## src/rtl/subtractor_pkg.sv

```systemverilog
// Shared definitions for the serial subtractor slice.
//   state_t       : FSM state encoding (IDLE=0, SHIFT=1, DONE=2)
//   DEFAULT_WIDTH : default operand/result width in bits
package subtractor_pkg;

  localparam int DEFAULT_WIDTH = 8;

  typedef enum logic [1:0] {
    IDLE  = 2'd0,
    SHIFT = 2'd1,
    DONE  = 2'd2
  } state_t;

endpackage

```

## src/rtl/half_subtractor.sv

```systemverilog
// Combinational half subtractor: computes x - y for single bits.
//   x  : minuend bit
//   y  : subtrahend bit
//   d  : difference bit (x ^ y)
//   bo : borrow out, set when y exceeds x
module half_subtractor (
  input  logic x,
  input  logic y,
  output logic d,
  output logic bo
);

  assign d  = x ^ y;
  assign bo = ~x & y;

endmodule

```

## src/rtl/serial_subtractor.sv

```systemverilog
// Bit-serial unsigned subtractor. A start pulse in IDLE captures a and b;
// the difference is then produced one bit per clock, LSB first, through a
// borrow flop. diff/borrow are published on entry to DONE, which lasts one
// cycle and is flagged by done.
//   clk    : clock, rising edge
//   rst_n  : asynchronous active-low reset
//   start  : request, only honoured in IDLE
//   a, b   : minuend / subtrahend, sampled on the accepting edge
//   busy   : high whenever the FSM is not in IDLE
//   done   : one-cycle pulse while in DONE
//   diff   : (a - b) mod 2^WIDTH, held until the next operation completes
//   borrow : 1 iff a < b, held like diff
module serial_subtractor
  import subtractor_pkg::*;
#(
  parameter int WIDTH = DEFAULT_WIDTH
) (
  input  logic             clk,
  input  logic             rst_n,
  input  logic             start,
  input  logic [WIDTH-1:0] a,
  input  logic [WIDTH-1:0] b,
  output logic             busy,
  output logic             done,
  output logic [WIDTH-1:0] diff,
  output logic             borrow
);

  // One extra counter bit so the count can reach WIDTH without wrapping.
  localparam int CNT_W = $clog2(WIDTH) + 1;

  state_t state;
  state_t next_state;

  logic [WIDTH-1:0] sa;
  logic [WIDTH-1:0] sb;
  logic [WIDTH-1:0] res;
  logic             bflop;
  logic [CNT_W-1:0] cnt;

  logic d1;
  logic bo1;
  logic dbit;
  logic bo2;
  logic bo_next;
  logic last_bit;

  // Full subtractor built as two half subtractors: first sa[0]-sb[0],
  // then subtract the incoming borrow from that partial difference.
  half_subtractor hs_lo (
    .x  (sa[0]),
    .y  (sb[0]),
    .d  (d1),
    .bo (bo1)
  );

  half_subtractor hs_hi (
    .x  (d1),
    .y  (bflop),
    .d  (dbit),
    .bo (bo2)
  );

  assign bo_next  = bo1 | bo2;
  assign last_bit = (cnt == CNT_W'(WIDTH - 1));

  always_ff @(posedge clk or negedge rst_n) begin
    if (!rst_n) begin
      state <= IDLE;
    end else begin
      state <= next_state;
    end
  end

  always_comb begin
    next_state = state;
    case (state)
      IDLE:    if (start) next_state = SHIFT;
      SHIFT:   if (last_bit) next_state = DONE;
      DONE:    next_state = IDLE;
      default: next_state = IDLE;
    endcase
  end

  // Datapath. The last SHIFT edge also loads diff/borrow directly from the
  // final full-subtractor result, so they are already valid in the DONE
  // cycle and otherwise untouched.
  always_ff @(posedge clk or negedge rst_n) begin
    if (!rst_n) begin
      sa     <= '0;
      sb     <= '0;
      res    <= '0;
      bflop  <= 1'b0;
      cnt    <= '0;
      diff   <= '0;
      borrow <= 1'b0;
    end else begin
      case (state)
        IDLE: begin
          if (start) begin
            sa    <= a;
            sb    <= b;
            res   <= '0;
            bflop <= 1'b0;
            cnt   <= '0;
          end
        end
        SHIFT: begin
          res   <= {dbit, res[WIDTH-1:1]};
          sa    <= sa >> 1;
          sb    <= sb >> 1;
          bflop <= bo_next;
          cnt   <= cnt + CNT_W'(1);
          if (last_bit) begin
            diff   <= {dbit, res[WIDTH-1:1]};
            borrow <= bo_next;
          end
        end
        default: begin
        end
      endcase
    end
  end

  assign busy = (state != IDLE);
  assign done = (state == DONE);

endmodule

```

## config.mk

```make
export PLATFORM = sky130hd
export DESIGN_NAME = serial_subtractor
export DESIGN_NICKNAME = d
export VERILOG_FILES = /design/src/rtl/subtractor_pkg.sv /design/src/rtl/half_subtractor.sv /design/src/rtl/serial_subtractor.sv
export SDC_FILE = /design/constraint.sdc
export NUM_CORES = 1
export LEC_CHECK = 0
export ABC_AREA = 1
export BUFFER_PORTS_ARGS = -buffer_cell sky130_fd_sc_hd__buf_4
export CAP_MARGIN = 10
export CORE_ASPECT_RATIO = 0.75
export CORE_MARGIN = 4
export CORE_UTILIZATION = 35
export CTS_BUF_LIST = sky130_fd_sc_hd__clkbuf_16
export CTS_CLUSTER_DIAMETER = 30
export DETAILED_ROUTE_END_ITERATION = 8
export GPL_TIMING_DRIVEN = 0
export PLACE_DENSITY = 0.55
export SYNTH_ARGS = -nofsm -noshare
export SYNTH_HDL_FRONTEND = slang
export SYNTH_SLANG_ARGS = --single-unit
```

## constraint.sdc

```tcl
create_clock -name clk -period 1.9 [get_ports clk]
set_input_delay 0.095 -clock clk [delete_from_list [all_inputs] [get_ports clk]]
set_output_delay 0.095 -clock clk [all_outputs]
set_load 0.01 [all_outputs]
```

Word level (Yosys, flattened, before mapping)
Index checks and enable logic that the tools add are counted.
{ "totals": {"reg_bits": 40, "input_bits": 19} }
{ "classes": {"reduce_logical": 6, "mux": 13, "n_eq_ne": 5, "bitwise": 7, "n_addsub": 1} }
{ "op_table": {"columns": ["op", "n"], "rows": [
  ["one-hot mux 8 bit (2 select lines)", 3],
  ["two-way mux 8 bit", 3],
  ["one-hot mux 4 bit (2 select lines)", 1],
  ["AND reduction 2 bit", 3],
  ["adder 4 x 1 -> 4 bit (second input constant)", 1],
  ["equality test 4 x 3 -> 1 bit (second input constant)", 1],
  ["two-way mux 2 bit", 2],
  ["two-way mux 4 bit", 1],
  ["inequality test 2 bit (second input constant)", 2],
  ["one-hot mux 2 bit (2 select lines)", 1],
  ["nonzero test 2 bit", 2],
  ["bitwise AND 1 bit", 2],
  ["equality test 2 x 1 -> 1 bit (second input constant)", 1],
  ["equality test 2 bit (second input constant)", 1],
  ["zero test 2 bit", 1],
  ["inverter 1 bit", 2],
  ["one-hot mux 1 bit (2 select lines)", 1],
  ["XOR 1 bit", 2],
  ["two-way mux 1 bit", 1],
  ["bitwise OR 1 bit", 1]
]} }

Longest topological paths before layout
{ "depth": {"ltp_word": 5, "depth_mapped": 6} }

Modules after synthesis
From an unflattened synthesis, not the netlist that was laid out.
{ "unflattened": {"hier_cells": 198, "area_unflattened_um2": 1731.7} }
{ "modules_own_cells": {"columns": ["mod", "n_inst", "cells_each", "area_per_inst_um2"], "rows": [
  ["serial_subtractor", 1, 192, 1691.6],
  ["half_subtractor", 2, 3, 20.0]
]} }

Worst setup path after synthesis
OpenSTA, ideal clock, no wires.
{ "synth_timing": {"path_kind": "register to register", "from": "reg cnt[0]", "to": "reg diff[7]", "synth_period_minus_slack_ns": 1.132, "setup_slack_ns": 0.768, "path_stages_with_launch": 7, "t_arrival_ns": 1.016, "n_path_buf": 0, "path_cell_list": "dfrtp_1 -> ha_1 -> nand2_1 -> nor2_1 -> nand2_1 -> nand2_1 -> nand2_1"} }
{ "synth_between": {"elab_chain_cells": 2} }
{ "synth_lines": {"columns": ["item", "line_no", "source"], "rows": [
  ["start, declared", "serial_subtractor.sv:39", "logic [CNT_W-1:0] cnt;"],
  ["start signal, assigned", "serial_subtractor.sv:113", "cnt <= cnt + CNT_W'(1);"],
  ["equality test 4 x 3 -> 1 bit", "serial_subtractor.sv:65", "assign last_bit = (cnt == CNT_W'(WIDTH - 1));"],
  ["AND reduction 2 bit (no line)", null, null],
  ["end signal, assigned", "serial_subtractor.sv:115", "diff <= {dbit, res[WIDTH-1:1]};"],
  ["end, declared", "serial_subtractor.sv:25", "output logic [WIDTH-1:0] diff,"]
]} }
Every way passes these cells.
A chain may end at the register's enable or synchronous reset.

Worst setup path in the final report
{ "layout_timing": {"from": "reg state[0]", "to": "out busy"} }
{ "layout_between": {"elab_chain_cells": 1} }
{ "layout_lines": {"columns": ["item", "line_no", "source"], "rows": [
  ["start, declared", "serial_subtractor.sv:32", "state_t state;"],
  ["start signal, assigned", "serial_subtractor.sv:71", "state <= next_state;"],
  ["nonzero test 2 bit", "serial_subtractor.sv:125", "assign busy = (state != IDLE);"],
  ["end, declared", "serial_subtractor.sv:23", "output logic busy,"]
]} }
Every way passes these cells.

==> results.py <==
metrics = {
    "outcome": {
        "status": "completed",
    },
    "synth": {
        "syn-num-nets": 217,
        "syn-instance-count": 196,
        "synthTopCellsByArea": "dfrtp_1 57%, nand3_1 17%, nand2_1 15%",
        "yosysTopAreaCell": "dfrtp_1",
        "synth.distinct_cells": 18,
        "seq_area_frac_synth_pct": 57.2,
        "synth_top_area_share_pct": 57.2,
        "syn_area_um2": 1710,
        "ys_seq_elements": 39,
        "ys_warn_count": 0,
        "synth_area_per_cell_um2": 8.71,
    },
    "layout": {
        "utilization_pct": 46.6,
        "stdcell_area_um2": 2130,
        "layout.nets": 253,
        "drive_gt1_share_pct": 20.3,
        "syn2layout_area_growth_pct": 24.9,
        "fin_cells": 289,
        "antenna_cells": 0,
    },
    "power": {
        "p_leak_nw": 1.11,
        "power.density_nw_per_um2": 1660,
        "ir_drop_v": 0.000718,
        "power_mw": 3.54,
    },
    "setup_path": {
        "critPathKind": "flip-flop to output port",
        "cpMostUsedCell": "buf_4",
        "cpLargestDelayFamily": "buffers and inverters",
        "r2r-end": "diff[2]$_DFFE_PN0P_",
        "crit_end": "busy",
        "startpoint_type": "flip-flop",
        "crit_start": "state[0]$_DFFE_PN0P_",
        "cp-end-kind": "output port",
        "reg2reg_slack_ps": 500,
        "cp_data_required_time_ps": 1800,
        "crit_slowest_cell": "dfrtp_1",
        "path_depth": 4,
        "r2r_cells": 6,
        "crit_arrival_ps": 1450,
        "regToRegStartpoint": "cnt[0]$_DFFE_PN0P_",
        "slowest_delay_ps": 410,
        "worstPathCellList": "nor2_1 > buf_4 > inv_1 > buf_4",
        "cp_max_fo": 10,
        "cp_num_buf_inv": 3,
    },
    "routing": {
        "routedWlPerCell_um": 13.0,
        "drc": 0,
        "drt_iter0_markers": 82,
        "finalWirelength_um": 3740,
        "dr.pass1.iters": 4,
        "viasPerCell": 4.92,
        "ant_nets": 0,
        "vias": 1421,
    },
    "placement": {
        "io_buffers": 28,
        "dp_slack_ps": 525,
        "place_inst": 281,
        "dp_hpwl_um": 2570,
        "place_congestion": 0.817,
        "place_area_um2": 1990,
    },
    "clocking": {
        "clk_pin_slew_ps": 60,
        "post_cts_buffers": 0,
        "numCtsBuffers": 5,
        "cts_max_path_buffers": 2,
        "insertion_delay_ps": 280,
        "tritoncts": "yes",
        "htreeDepth": 2,
        "cts.sinks": 39,
        "root_buffer": "clkbuf_16",
        "cts_resized": 0,
    },
    "sta": {
        "worst_slew_pin_slew_ps": 507,
        "worst_clock_skew_ps": 5.99,
        "final_hold_viol_count": 0,
        "rsz0062_at_grt": "no",
        "post-route-min-period_ps": 1540,
        "hold_ws_ps": 12.9,
        "setup_viol": 0,
        "drv_slew": 0,
        "finalCritPeriodShare_pct": 81.3,
        "tns_ps": 0,
        "relSlewSlack_pct": 66.2,
        "fin_ws_ps": 356,
        "max_freq_mhz": 647,
    },
    "hold_path": {
        "hold_class": "input port to flip-flop",
    },
    "die": {
        "die_y_um": 68.5,
        "design.die.area_um2": 6070,
        "start_util_pct": 37.3,
        "fp-row-count": 21,
        "fp.coreArea_um2": 4570,
        "die_w_um": 88.6,
        "io_pins": 30,
    },
    "job": {
        "max-cap-violations": 0,
    },
    "grt": {
        "track_usage_pct": 14.5,
        "grt_pass1_wl_um": 6560,
        "grt_pass1_vias": 1385,
        "antenna_found_initial": 0,
        "grt_overflow": 0,
        "grt_max_degree": 40,
    },
}
==> worst reg2reg max path: cells and delay by family, from the launching register on <==
kind	cells	cell delay, ps
simple gates	5	670
flops	1	410
fa+ha+maj	1	220
==> final cells by class <==
type                       count  area (µm²)
tap                           57        71.3
clock inverter                 2        8.76
timing repair buffer          29         220
sequential                    39         976
fill                         471        2440
multi-input combinational    140         638
buffer                        10        66.3
inverter                       7        26.3
clock buffer                   5         125
==> flip-flops by register name, indices dropped and copies added (netlist names) <==
register	count
sb	8
sa	8
bflop	1
diff	8
state	2
borrow	1
cnt	4
res	7
==> what timing repair did <==
action / in CTS / in global routing
endpoints found under the setup margin: 0 / 0
endpoints found under the hold margin: 39 / 0
hold buffers: 1 / 0
==> layout by cell type, fill, tap and decap left out, drive strengths merged <==
cell         instances
a21boi               1
a21oi                1
buf                 38
clkbuf               5
clkinv               2
dfrtp               39
dlygate4sd3          1
fa                   1
ha                   1
inv                  7
nand2               69
nand3               57
nand4                1
nor2                 7
o21ai                1
o22ai                1
==> per-layer routing <==
metal	up-vias	track usage (%)	wire [µm]
li1	717	-	-
met1	668	20.4	2000
met2	34	20.2	1540
met3	2	5.90	179
met4	0	4.53	24
met5	-	0	0
==> synthesized netlist by cell type <==
| cell type | count |
|---|---|
| o21ai_0 | 1 |
| nand3_1 | 57 |
| a21boi_0 | 1 |
| nor2_1 | 6 |
| inv_2 | 1 |
| nand2_2 | 1 |
| inv_1 | 6 |
| fa_1 | 1 |
| nand4_1 | 1 |
| buf_2 | 5 |
| buf_6 | 1 |
| a21oi_1 | 1 |
| dfrtp_1 | 39 |
| ha_1 | 1 |
| buf_4 | 4 |
| nor2_2 | 1 |
| o22ai_1 | 1 |
| nand2_1 | 68 |
==> worst min path at each step <==
| stage | start | endpoint | slack (ps) | cells after the start |
|---|---|---|---|---|
| after floorplan | rst_n | bflop$_DFFE_PN0P_ | -200 | 0 |
| after global placement | rst_n | sb[2]$_DFFE_PN0P_ | 100 | 1 |
| after detailed placement | rst_n | sb[2]$_DFFE_PN0P_ | 100 | 1 |
| after CTS | a[7] | sa[7]$_DFFE_PN0P_ | 5 | 3 |
| after global routing | a[7] | sa[7]$_DFFE_PN0P_ | 10 | 3 |
| final | a[7] | sa[7]$_DFFE_PN0P_ | 10 | 3 |
==> power by group <==
group          switching [mW]  total, mW  internal (mW)  leakage [nW]
combinational           0.788       1.35          0.564         0.542
sequential              0.230       1.42           1.19         0.501
clock                   0.303      0.774          0.471        0.0671
total                    1.32       3.54           2.22          1.11
==> cells by family after synthesis <==
logic type / synth area share (%)
AOI/OAI and AO/OA: 1.39
and+or+nand+nor: 34.1
adders and majority gates: 1.91
buffers and inverters: 5.42
DFF: 57.2
No activity file was read; power rests on OpenSTA's default activity.
